File: config.mk
export PLATFORM = sky130hd
export DESIGN_NAME = ps2_host_tx_flat
export DESIGN_NICKNAME = d
export VERILOG_FILES = /design/src/rtl/ps2_host_tx_if.sv /design/src/rtl/ps2_host_tx.sv /design/src/flat_wrapper.sv
export SDC_FILE = /design/constraint.sdc
export NUM_CORES = 1
export LEC_CHECK = 0
export ABC_AREA = 1
export BUFFER_PORTS_ARGS = -buffer_cell sky130_fd_sc_hd__buf_4
export CAP_MARGIN = 20
export CORE_MARGIN = 2
export CORE_UTILIZATION = 54
export CTS_CLUSTER_DIAMETER = 120
export DETAILED_ROUTE_END_ITERATION = 10
export GPL_ROUTABILITY_DRIVEN = 0
export PLACE_DENSITY = 0.85
export SETUP_SLACK_MARGIN = 0.05
export SYNTH_ARGS = -nofsm -noshare
export SYNTH_HDL_FRONTEND = slang
export SYNTH_SLANG_ARGS = --single-unit
File: constraint.sdc
create_clock -name clk -period 1.58 [get_ports clk]
set_input_delay 0.316 -clock clk [delete_from_list [all_inputs] [get_ports clk]]
set_output_delay 0.316 -clock clk [all_outputs]
set_load 0.02 [all_outputs]
File: src/rtl/ps2_host_tx_if.sv
// rtl/ps2_host_tx_if.sv - command-side handshake and status bundle for the PS/2 host transmitter
interface ps2_host_tx_if;
   logic [7:0] tx_data;
   logic       tx_valid;
   logic       tx_ready;
   logic       busy;
   logic       tx_done;
   logic       tx_error;

   modport master (
      output tx_data, tx_valid,
      input  tx_ready, busy, tx_done, tx_error
   );

   modport slave (
      input  tx_data, tx_valid,
      output tx_ready, busy, tx_done, tx_error
   );
endinterface

File: src/rtl/ps2_host_tx.sv
// rtl/ps2_host_tx.sv - PS/2 host-to-device command transmitter
// Inhibits the bus, issues request-to-send, then shifts one odd-parity byte out on device clock falls.
module ps2_host_tx #(
   parameter int unsigned CLK_HZ     = 50_000_000,
   parameter int unsigned INHIBIT_US = 100,
   parameter int unsigned TIMEOUT_US = 15_000,
   parameter int unsigned FRAME_US   = 2_000
) (
   input  logic         clk,
   input  logic         rst_n,
   ps2_host_tx_if.slave host,
   input  logic         ps2_clk_i,
   input  logic         ps2_data_i,
   output logic         ps2_clk_oe,
   output logic         ps2_data_oe
);

   localparam longint unsigned INHIBIT_CYC = 64'(INHIBIT_US) * 64'(CLK_HZ) / 64'd1_000_000;
   localparam longint unsigned TIMEOUT_CYC = 64'(TIMEOUT_US) * 64'(CLK_HZ) / 64'd1_000_000;
   localparam longint unsigned FRAME_CYC   = 64'(FRAME_US)   * 64'(CLK_HZ) / 64'd1_000_000;
   localparam longint unsigned MAX_CYC =
      (TIMEOUT_CYC > FRAME_CYC) ? ((TIMEOUT_CYC > INHIBIT_CYC) ? TIMEOUT_CYC : INHIBIT_CYC)
                                : ((FRAME_CYC   > INHIBIT_CYC) ? FRAME_CYC   : INHIBIT_CYC);
   localparam int TW = $clog2(MAX_CYC + 64'd1);

   localparam logic [TW-1:0] INHIBIT_END = TW'(INHIBIT_CYC - 64'd1);
   localparam logic [TW-1:0] TIMEOUT_END = TW'(TIMEOUT_CYC - 64'd1);
   localparam logic [TW-1:0] FRAME_END   = TW'(FRAME_CYC - 64'd1);

   typedef enum logic [2:0] {
      IDLE, INHIBIT, REQ, SEND, ACK, WAIT_IDLE, DONE, ERR
   } state_t;

   state_t        state, state_next;
   logic [1:0]    clk_sync, data_sync;
   logic          clk_prev;
   logic          sync_clk, sync_data, fall;
   logic [TW-1:0] timer;
   logic          timer_clr;
   logic [3:0]    bit_cnt;
   logic [9:0]    shreg;
   logic          drive_low;
   logic          frame_exp;

   always_ff @(posedge clk or negedge rst_n) begin
      if (!rst_n) begin
         clk_sync  <= 2'b11;
         data_sync <= 2'b11;
         clk_prev  <= 1'b1;
      end else begin
         clk_sync  <= {clk_sync[0], ps2_clk_i};
         data_sync <= {data_sync[0], ps2_data_i};
         clk_prev  <= clk_sync[1];
      end
   end

   assign sync_clk  = clk_sync[1];
   assign sync_data = data_sync[1];
   assign fall      = clk_prev & ~sync_clk;
   assign frame_exp = (timer == FRAME_END);

   always_ff @(posedge clk or negedge rst_n) begin
      if (!rst_n) state <= IDLE;
      else        state <= state_next;
   end

   always_comb begin
      state_next    = state;
      host.tx_ready = 1'b0;
      host.busy     = 1'b1;
      host.tx_done  = 1'b0;
      host.tx_error = 1'b0;
      ps2_clk_oe    = 1'b0;
      case (state)
         IDLE: begin
            host.tx_ready = 1'b1;
            host.busy     = 1'b0;
            if (host.tx_valid) state_next = INHIBIT;
         end
         INHIBIT: begin
            ps2_clk_oe = 1'b1;
            if (timer == INHIBIT_END) state_next = REQ;
         end
         REQ: begin
            ps2_clk_oe = 1'b1;
            state_next = SEND;
         end
         SEND: begin
            // Before the first fall the timer measures the device response, afterwards the whole frame.
            if (bit_cnt == 4'd0 && timer == TIMEOUT_END)      state_next = ERR;
            else if (bit_cnt != 4'd0 && frame_exp)            state_next = ERR;
            else if (fall && bit_cnt == 4'd9)                 state_next = ACK;
         end
         ACK: begin
            if (frame_exp)  state_next = ERR;
            else if (fall)  state_next = sync_data ? ERR : WAIT_IDLE;
         end
         WAIT_IDLE: begin
            if (frame_exp)                   state_next = ERR;
            else if (sync_clk && sync_data)  state_next = DONE;
         end
         DONE: begin
            host.tx_done = 1'b1;
            state_next   = IDLE;
         end
         ERR: begin
            host.tx_error = 1'b1;
            state_next    = IDLE;
         end
         default: state_next = IDLE;
      endcase
   end

   assign timer_clr = (state == IDLE)
                    | (state == INHIBIT && state_next == REQ)
                    | (state == SEND && fall && bit_cnt == 4'd0);

   always_ff @(posedge clk or negedge rst_n) begin
      if (!rst_n)            timer <= '0;
      else if (timer_clr)    timer <= '0;
      else if (timer != '1)  timer <= timer + TW'(1);
   end

   always_ff @(posedge clk or negedge rst_n) begin
      if (!rst_n) begin
         bit_cnt <= '0;
         shreg   <= '0;
      end else if (state == IDLE) begin
         bit_cnt <= '0;
         if (host.tx_valid) shreg <= {1'b1, ~^host.tx_data, host.tx_data};
      end else if (state == SEND && fall) begin
         bit_cnt <= bit_cnt + 4'd1;
         shreg   <= {1'b1, shreg[9:1]};
      end
   end

   // Data is driven low for the start bit from REQ onward and then follows each shifted bit.
   always_ff @(posedge clk or negedge rst_n) begin
      if (!rst_n)                                       drive_low <= 1'b0;
      else if (state_next == ERR || state_next == IDLE) drive_low <= 1'b0;
      else if (state == INHIBIT)                        drive_low <= (state_next == REQ);
      else if (state == SEND && fall)                   drive_low <= ~shreg[0];
   end

   assign ps2_data_oe = drive_low;

endmodule

File: src/flat_wrapper.sv
// flat-port wrapper written by rule: the top's interface ports become plain ports
module ps2_host_tx_flat 
#(
   parameter int unsigned CLK_HZ     = 50_000_000,
   parameter int unsigned INHIBIT_US = 100,
   parameter int unsigned TIMEOUT_US = 15_000,
   parameter int unsigned FRAME_US   = 2_000
)
  (clk, rst_n, ps2_clk_i, ps2_data_i, ps2_clk_oe, ps2_data_oe, host_tx_data, host_tx_valid, host_tx_ready, host_busy, host_tx_done, host_tx_error);
  ps2_host_tx_if host_i ();
  input  logic clk;
  input  logic rst_n;
  input  logic ps2_clk_i;
  input  logic ps2_data_i;
  output logic ps2_clk_oe;
  output logic ps2_data_oe;
  input wire logic [$bits(host_i.tx_data)-1:0] host_tx_data;
  input wire logic [$bits(host_i.tx_valid)-1:0] host_tx_valid;
  output wire logic [$bits(host_i.tx_ready)-1:0] host_tx_ready;
  output wire logic [$bits(host_i.busy)-1:0] host_busy;
  output wire logic [$bits(host_i.tx_done)-1:0] host_tx_done;
  output wire logic [$bits(host_i.tx_error)-1:0] host_tx_error;
  assign host_i.tx_data = host_tx_data;
  assign host_i.tx_valid = host_tx_valid;
  assign host_tx_ready = host_i.tx_ready;
  assign host_busy = host_i.busy;
  assign host_tx_done = host_i.tx_done;
  assign host_tx_error = host_i.tx_error;
  ps2_host_tx #(.CLK_HZ(CLK_HZ), .INHIBIT_US(INHIBIT_US), .TIMEOUT_US(TIMEOUT_US), .FRAME_US(FRAME_US)) u_core (.clk(clk), .rst_n(rst_n), .host(host_i), .ps2_clk_i(ps2_clk_i), .ps2_data_i(ps2_data_i), .ps2_clk_oe(ps2_clk_oe), .ps2_data_oe(ps2_data_oe));
endmodule
==> results.md, run 1 <==
- In the finished design, the share of the clock period the worst path needs comes to 130%.
- Fill cells in the final layout number between 150 and 200.
- The first TritonRoute pass finished after 6 iterations.
- Dividing the detail-routed wire length by the instance count gives between 20 and 25 um.
- Counting tap cells, the placed design contains a total of ~490 instances.
- The total area inside the core boundary comes to 0.00472 sq mm.
- The floorplan has 25 rows.
- The final reports fail on hold timing, setup timing.
- STA classifies the critical path startpoint as a flip-flop.
- The number of vias per cell after detailed routing is 6.16.
- Once detail routing completed, the nets flagged for antenna violations numbered 0.
- The fmax is 488 MHz.
- For this run the aggregate overflow at the end of global routing stands at 0.
- The top cell types in the final layout, fill and taps aside, are buf_4 (93), nand2_1 (64), nor2_1 (39).
- Once detailed placement completed, the half-perimeter wirelength came to about 5200 um.
- The minimum period implied by the final worst setup slack is ~2000 ps.
- The buffer type at the clock tree root is clkbuf_8.
- The die area is between 0.005 and 0.006 sq mm.
- The data arrival time of the worst path is about 2300 ps.
- The post-detailed-route DRC marker count is 0.
- Setup repair after global routing could not meet its margin everywhere.
- After layout, the worst setup slack is -470 ps.
- The count of H-tree levels built during CTS is 2.
- The net count reported at finish is slightly below 500.
- The number of buffers on the longest clock path is 2.
- The worst hold path belongs to the class primary input to asynchronous set/reset pin.
- Measured along the y axis, the die boundary spans between 70 and 80 um.
- The setup path with the least slack is of type flip-flop to flip-flop.
- The capturing point of the worst reg2reg path is u_core.ps2_data_oe$_DFFE_PN0P_.
- The final count of hold timing violations is 10.
- The worst-case hold slack is -7.08 ps.
- The measured slew at the worst slew-check pin is 548 ps.
- Leaving out fill and tap cells, the most frequent cell in the layout is buf_4.
- The kind of capture point of the worst setup path is a flip-flop.
- Along the worst path, the maximum fanout reaches 3.
- The number of design-rule violations left by the first detailed-router iteration is 460.
- The final-report max-slew violation count is 0.
- The effective utilization at floorplan is 56.2%.
- Clock latency on the worst-skew pair, taken at its later pin, is 300 ps.
- Max-cap violations in this run came to 0.
- The run finished, with violations left.
- In the final layout, the share of cells above drive strength 1 is 48.6%.
- After synthesis, flip-flops and latches occupy between 40% and 50% of the total area.
- Measured against its own limit, the worst slew margin works out to a little under two thirds.
- The count of cells along the worst register-to-register path is 13.
- The synthesized netlist net count is approximately 360.
- For this run, the total global-route usage over all layers was measured as between 30% and 40%.
- The number of antenna diodes in the final layout is 0.
- The worst voltage drop across the vdd grid is around 0.43 mV.
- The mean cell area of the mapped netlist is 7.64 sq um.
- Entering global routing, the biggest net connects between 40 and 50 pins.
- The Yosys step of the flow raised 0 warnings.
- The cell area power density is ~470 mW/mm^2.
- The synthesized design contains 43 register bits.
- The via count of the first global-routing pass is 3,043.
- Clock tree synthesis found a total of 43 sinks.
- For the worst setup path, the data required time is approximately 1800 ps.
- The count of buffers added on input and output ports is 18.
- The global-route wire length before repair is 14,400 um.
- The clock skew after layout is 8.88 ps.
- OpenSTA, run right after detailed placement, puts the worst setup slack at -180 ps.
- The worst register-to-register path begins at u_core.timer[14]$_DFFE_PN0P_.
- The die width is 74.1 um.
- The analysis attributes to cell leakage a power of approximately 0.0021 uW.
- The CTS tree is built.
- The overall power consumption is slightly below 2000 uW.
- Setup violations remaining at the end of the flow were counted as 38.
- The synthesized netlist occupies a cell area of between 0.002 and 0.003 sq mm.
- Counting the buffers created by CTS gives 5.
- The area growth from synthesis to layout is 57.2%.
- Synthesis instantiated 36 different standard cells from the library.
- During I/O placement, the number of pins put on the boundary was 19.
- The clock-pin slew of the registers on the worst-case setup and hold paths is approximately 80 ps.
- Summing over every cut layer, the via total after detailed routing is 3,279.
- The initial antenna violation count is 0.
- The number of standard cells in the final layout excluding fillers is approximately 530.
- The number of standard cells after synthesis is 347.
- The worst register-to-register path has a setup slack of -470 ps.
- For this block, the routed nets add up to 11,400 um of wire.
## worst max path at each step
| stage | startpoint | end | slack (ps) | cells past startpoint |
|---|---|---|---|---|
| floorplan | u_core.timer[0]$_DFFE_PN0P_ | u_core.timer[11]$_DFFE_PN0P_ | -110 | 11 |
| CTS | u_core.timer[0]$_DFFE_PN0P_ | u_core.timer[14]$_DFFE_PN0P_ | -120 | 10 |
| global route | u_core.timer[14]$_DFFE_PN0P_ | u_core.ps2_data_oe$_DFFE_PN0P_ | -520 | 13 |
| detailed placement | u_core.timer[1]$_DFFE_PN0P_ | u_core.timer[0]$_DFFE_PN0P_ | -180 | 11 |
| finish | u_core.timer[14]$_DFFE_PN0P_ | u_core.ps2_data_oe$_DFFE_PN0P_ | -470 | 13 |
| global placement | u_core.timer[0]$_DFFE_PN0P_ | u_core.timer[0]$_DFFE_PN0P_ | -130 | 10 |
## per-layer routing
| layer | part of all wire, % | wire length, um | vias to the layer above | global-route usage [%] |
|---|---|---|---|---|
| met2 | 45 | 5110 | 289 | 56.5 |
| met3 | 11 | 1220 | 125 | 7.86 |
| li1 | - | - | 1356 | - |
| met1 | 35 | 4000 | 1509 | 42.7 |
| met5 | 0 | 0 | - | 0 |
| met4 | 9.1 | 1030 | 0 | 20.6 |
## metrics by stage
| step | area (sq um) | setup TNS, ps | util [%] |
|---|---|---|---|
| after floorplan | 2670 | -1330 | - |
| after global placement | 3370 | -1390 | 71.3 |
| after detailed placement | 3370 | -2770 | 71.3 |
| after CTS | 3860 | -2060 | 81.8 |
| after global routing | 4170 | -8740 | 88.3 |
| final | 4170 | -7260 | 88.3 |
## layout make-up
class | instances | area, sq um | area share (%)
tap | 67 | 83.8 | 2.01
sequential | 43 | 1090 | 26.1
timing repair buffer | 118 | 1040 | 24.9
clock buffer | 6 | 72.6 | 1.74
clock inverter | 2 | 12.5 | 0.300
multi-input combinational | 254 | 1700 | 40.9
inverter | 42 | 170 | 4.08
## cells by family (layout without fill, tap and decap cells)
logic type | count (synthesis) | after routing | synth area share [%]
buf+inv | 50 | 168 | 7.69
xor+xnor | 18 | 18 | 5.94
simple gates | 193 | 193 | 33.9
compound gates | 39 | 39 | 9.81
fa+ha+maj | 4 | 4 | 1.89
flops | 43 | 43 | 40.8
## cell usage after synthesis, drive strengths merged
cell type / n / share of area [%]
a211oi: 3 / 0.85
a21boi: 1 / 0.28
a21oi: 7 / 1.3
a31oi: 8 / 1.9
and2: 1 / 0.24
buf: 6 / 1.5
clkbuf: 2 / 0.28
dfrtp: 38 / 36
dfstp: 5 / 5.0
ha: 4 / 1.9
inv: 42 / 5.9
nand2: 78 / 12
nand3: 29 / 5.5
nand3b: 1 / 0.28
nand4: 11 / 2.8
nor2: 60 / 9.0
nor3: 11 / 3.1
nor4: 2 / 0.71
o211a: 1 / 0.38
o21a: 1 / 0.28
o21ai: 18 / 4.8
xnor2: 6 / 2.0
xor2: 12 / 4.0
## where the power goes
group	switching, uW	internal (uW)
clock network	395	309
registers	11.5	1120
logic	66.9	50.1
## state kept, by name, indices dropped and copies added (netlist names)
signal              flops
u_core.data_sync        2
u_core.timer           20
u_core.clk_sync         2
u_core.clk_prev         1
u_core.ps2_data_oe      1
u_core.bit_cnt          4
u_core.shreg           10
u_core.state            3
## repair_timing
| item | in CTS | in global routing |
|---|---|---|
| hold buffers | 0 | 0 |
| resized for setup | 67 | 51 |
| setup endpoints to repair | 28 | 40 |
| setup buffers | 18 | 11 |
| cloned | 0 | 1 |
| pin swaps | 18 | 21 |
## critical path: stages, from the launching register on
cell	delay (ps)
dfrtp_1	420
buf_4	180
nor2_4	110
nand2_1	150
nor2_2	180
nand4_1	160
nand2_1	160
nand2_1	70
nor2_1	140
nand3_1	110
nand2_1	100
nand3_1	70
nand2_1	80
inv_1	40
Power figures use the tool's default switching activity.
==> run 2: changes to the inputs <==
Settings changed: ABC_AREA 1 to 0, CORE_UTILIZATION 54 to 53, PLACE_DENSITY 0.85 to unset, PLACE_DENSITY_LB_ADDON set to 0.12.
==> run 2 against run 1 <==
The run still ends with hold timing, setup timing left. Clock skew up 2.8 ps. Register-to-register slack got worse by 30 ps. Clock-buffer cell count down 1. Via count decreased by 36%. Sequential share of layout area increased by 6.1 points. Non-clock buffer count shrank 37. Synthesized cell count fell by 30%. Worst hold slack got worse by 4.4 ps. Wire length decreased by 48%. Setup slack worse by 34 ps. Critical endpoint unchanged. Largest cell class unchanged. Largest power group unchanged.
==> results.md, run 2 <==
- The clock-pin slew of the registers on the worst-case setup and hold paths is 90 ps (about the same).
- The tightest min-delay check is of the primary input to asynchronous set/reset pin type.
- The synthesized netlist net count is 261 (-28%).
- The met3 demand-to-capacity share in global routing was 5.77% (-2.1 points).
- The CTS tree is built.
- The final number of setup-violating endpoints came to 28 (-26%).
- The overall power consumption was 2070 uW (+5.8%).
- The maximum fanout along the worst path is 4 (+1).
- The worst max-slew margin expressed relative to the limit is 63.7% (+0.22 points).
- The quantity of hold-fixing buffers added after cts is 0 (unchanged).
- The library cell with the largest summed area after synthesis is dfrtp_1.
- STA classifies the critical path endpoint as a flip-flop.
- The path type of the worst setup path is flip-flop to flip-flop.
- The standby leakage power is 0.00145 uW (-30%).
- The net count reported at finish came to 344 (-28%).
- The layer flagged by global routing as most heavily used is met2.
- The number of buffers on the longest clock path was 2 (unchanged).
- The count of cell types in the netlist was 50 (+39%).
- The post-route standard cell area excluding fillers is 0.00336 sq mm (-20%).
- The initial antenna violation count came to 0 (unchanged).
- The number of routed nets with antenna violations is 0 (unchanged).
- The area share of the largest cell type after synthesis is 40.8% (+4.9 points).
- The register ranked first by flip-flop count is u_core.timer.
- The post-placement worst setup slack is -427 ps (-247 ps).
- The TritonCTS sink count is 43 (unchanged).
- Setup repair after global routing could not meet its margin everywhere.
- The cell sitting at the root of the clock tree is a clkbuf_8.
- The final global-route overflow total is 0 (unchanged).
- The die area is 0.00494 sq mm (-9.9%).
- The cell area power density came to 616 mW/mm^2 (+31%).
- The die width is 70.3 um (-5.1%).
- The post-detailed-route DRC marker count is 0 (unchanged).
- The worst-case hold slack was -11.5 ps (-4.38 ps).
- The count of buffers from port buffering came to 18 (unchanged).
- The share of the cycle needed by the critical path after routing was 132% (+2.1 points).
- The startpoint type of the worst setup path is a flip-flop.
- The fill cell instance count of the final layout is 285 (+47%).
- The total clock buffers created by CTS is 5 (unchanged).
- The final-report max-slew violation count is 0 (unchanged).
- The number of design-rule violations left by the first detailed-router iteration is 167 (-64%).
- The global-route usage over all layers is 25.5% (-9.4 points).
- The number of synthesized flops with an enable pin was 0 (unchanged).
- The final reports fail on hold timing, setup timing.
- The proportion of layout cells with a drive suffix above 1 is 39.9% (-8.7 points).
- The number of top-level pins is 19 (unchanged).
- The worst setup margin is -503 ps (-33.8 ps).
- The maximum number of pins on one net before global-route repair is 44 (unchanged).
- The post-synthesis sequential area ratio is 46.4% (+5.6 points).
- The most frequent cell after synthesis is dfrtp_1.
- The antenna cell count is 0 (unchanged).
- The data arrival time of the worst path came to 2250 ps (about the same).
- The met1 routing resource usage after global routing is 35.9% (-6.8 points).
- The synthesis warning total is 0 (unchanged).
- The register bit count reported by yosys is 43 (unchanged).
- The number of vias after detailed routing is 2,086 (-36%).
- The measured slew at the worst slew-check pin is 545 ps (-3.27 ps).
- The final setup TNS is -9180 ps (-1920 ps).
- The met2 capacity usage during global routing is 39.1% (-17 points).
- The fmax came to 480 MHz (-1.6%).
- The flow ran to the end, but the final reports show violations.
- The number of standard cells after synthesis came to 244 (-30%).
- The chip height was 70.3 um (-5.1%).
- Among all flip-flop cells after synthesis, the most frequent one is dfrtp_1.
- The global-route wire length before repair was 9900 um (-31%).
- After synthesis, the most frequently instantiated cells are dfrtp_1 (38), nor2_1 (36), nand2_1 (30).
- The average wire per standard cell was 15.7 um (-27%).
- The total placed instance area is 0.00292 sq mm (-13%).
- The flip-flop count of the largest register, all copies and words added is 20 (unchanged).
- The clock skew after layout is 11.7 ps (+2.82 ps).
- The via count of the first global-routing pass came to 2,121 (-30%).
- The number of vias per cell after detailed routing is 5.49 (-11%).
- The worst voltage drop across the vdd grid came to 0.564 mV (+31%).
- The top cell types in the final layout, fill and taps aside, are buf_4 (63), dfrtp_1 (38), nand2_1 (27).
- The proportion of synthesized flip-flops having asynchronous set or reset was 100% (unchanged).
- The minimum period implied by the final worst setup slack is 2080 ps (+33.8 ps).
- The required arrival time at the worst endpoint is 1750 ps (-30 ps).
- The clock latency on the worst-skew pair was 300 ps (about the same).
- The number of placement rows is 24 (-4.0%).
- The count of H-tree levels built during CTS came to 2 (unchanged).
- In the final layout, the registers with the most flip-flops are u_core.timer x20, u_core.shreg x10, u_core.bit_cnt x4.
- The mean cell area of the mapped netlist is 9.55 sq um (+25%).
- The area of the core came to 0.00429 sq mm (-9.1%).
- Compared with the post-synthesis result, the final layout area differs by 44.0%.
- The combined area of all synthesized cells is 0.00233 sq mm (-12%).
- The final count of hold timing violations is 1 (-9).
- The count of maximum capacitance violations is 0 (unchanged).
- After synthesis, the cell types taking the most area are dfrtp_1 (41%), xnor2_1 (6.4%), nor2_1 (5.8%).
- The detailed-route wire length was 5960 um (-48%).
- The library cell used most frequently in the layout, excluding fill and tap cells, is buf_4.
- The detailed-routing iteration count for the pre-antenna-repair pass is 4 (-2).
- The effective utilization at floorplan came to 54.3% (-1.9 points).
- The placed wire-length estimate after detailed placement came to 3640 um (-29%).
-- run 2: final timing paths --
check | start | end | slack [ps] | cells after the start
setup / recovery | u_core.timer[0]$_DFFE_PN0P_ | u_core.ps2_data_oe$_DFFE_PN0P_ | -500 | 7
hold / removal | rst_n | u_core.state[2]$_DFF_PN0_ | -10 | 1
setup reg to reg | u_core.timer[0]$_DFFE_PN0P_ | u_core.ps2_data_oe$_DFFE_PN0P_ | -500 | 7
hold reg to reg | u_core.clk_sync[0]$_DFF_PN1_ | u_core.clk_sync[1]$_DFF_PN1_ | 360 | 0
max in group asynchronous | rst_n | u_core.data_sync[0]$_DFF_PN1_ | 1200 | 1
min in group clk | ps2_data_i | u_core.data_sync[0]$_DFF_PN1_ | 120 | 1
-- run 2: cell families (layout without fill, tap and decap cells) --
family	after synthesis	in the layout	synth area share [%]
AOI/OAI and AO/OA	32	32	9.29
xor gates and xnor gates	26	26	9.77
adders and majority gates	4	4	2.15
buffers and inverters	13	94	2.52
DFF	43	43	46.4
muxes	10	10	4.29
and+or+nand+nor	116	119	25.6
-- run 2: critical path: stages (launching register included) --
cell and delay, ps:
dfrtp_1 400, ha_4 180, nand4bb_1 180, or2_1 280, or4_4 530, a21boi_4 170
o21ai_2 150, a22oi_1 80
-- run 2: stage by stage --
| step | hold WS [ps] | instances | util [%] |
|---|---|---|---|
| after floorplan | 20.4 | 244 | - |
| after CTS | 11.8 | 376 | 75.9 |
| after global routing | 34.6 | 380 | 78.1 |
| after detailed placement | 343 | 356 | 67.9 |
| after global placement | 337 | 356 | 67.9 |
| final | -11.5 | 380 | 78.1 |
-- run 2: area by class of cell --
cell class	instances	area, sq um	share of cell area, %
Clock buffer	5	68.8	2.05
Clock inverter	3	43.8	1.30
Inverter	5	21.3	0.634
Multi-Input combinational cell	191	1380	41.2
Sequential cell	43	1080	32.3
Tap cell	52	65.1	1.94
Timing Repair Buffer	81	692	20.6
-- run 2: metal layers --
| layer | share of wire [%] | up-vias | wire [um] |
|---|---|---|---|
| met3 | 5.9 | 12 | 352 |
| met1 | 45 | 992 | 2690 |
| met5 | 0 | - | 0 |
| li1 | - | 1015 | - |
| met4 | 2.1 | 0 | 127 |
| met2 | 47 | 67 | 2790 |
-- run 2: where the power goes --
| group | total, uW | internal (uW) | leakage [uW] | switching, uW |
|---|---|---|---|---|
| clock network | 863 | 471 | 0.0000581 | 392 |
| registers | 1110 | 1110 | 0.000564 | 2.87 |
| logic | 91.5 | 43.1 | 0.000831 | 48.4 |
-- run 2: what timing repair did --
action	CTS	global route
buffers inserted	9	7
pin swaps	6	4
endpoints found under the setup margin	35	41
gates cloned	3	0
resized for setup	32	28
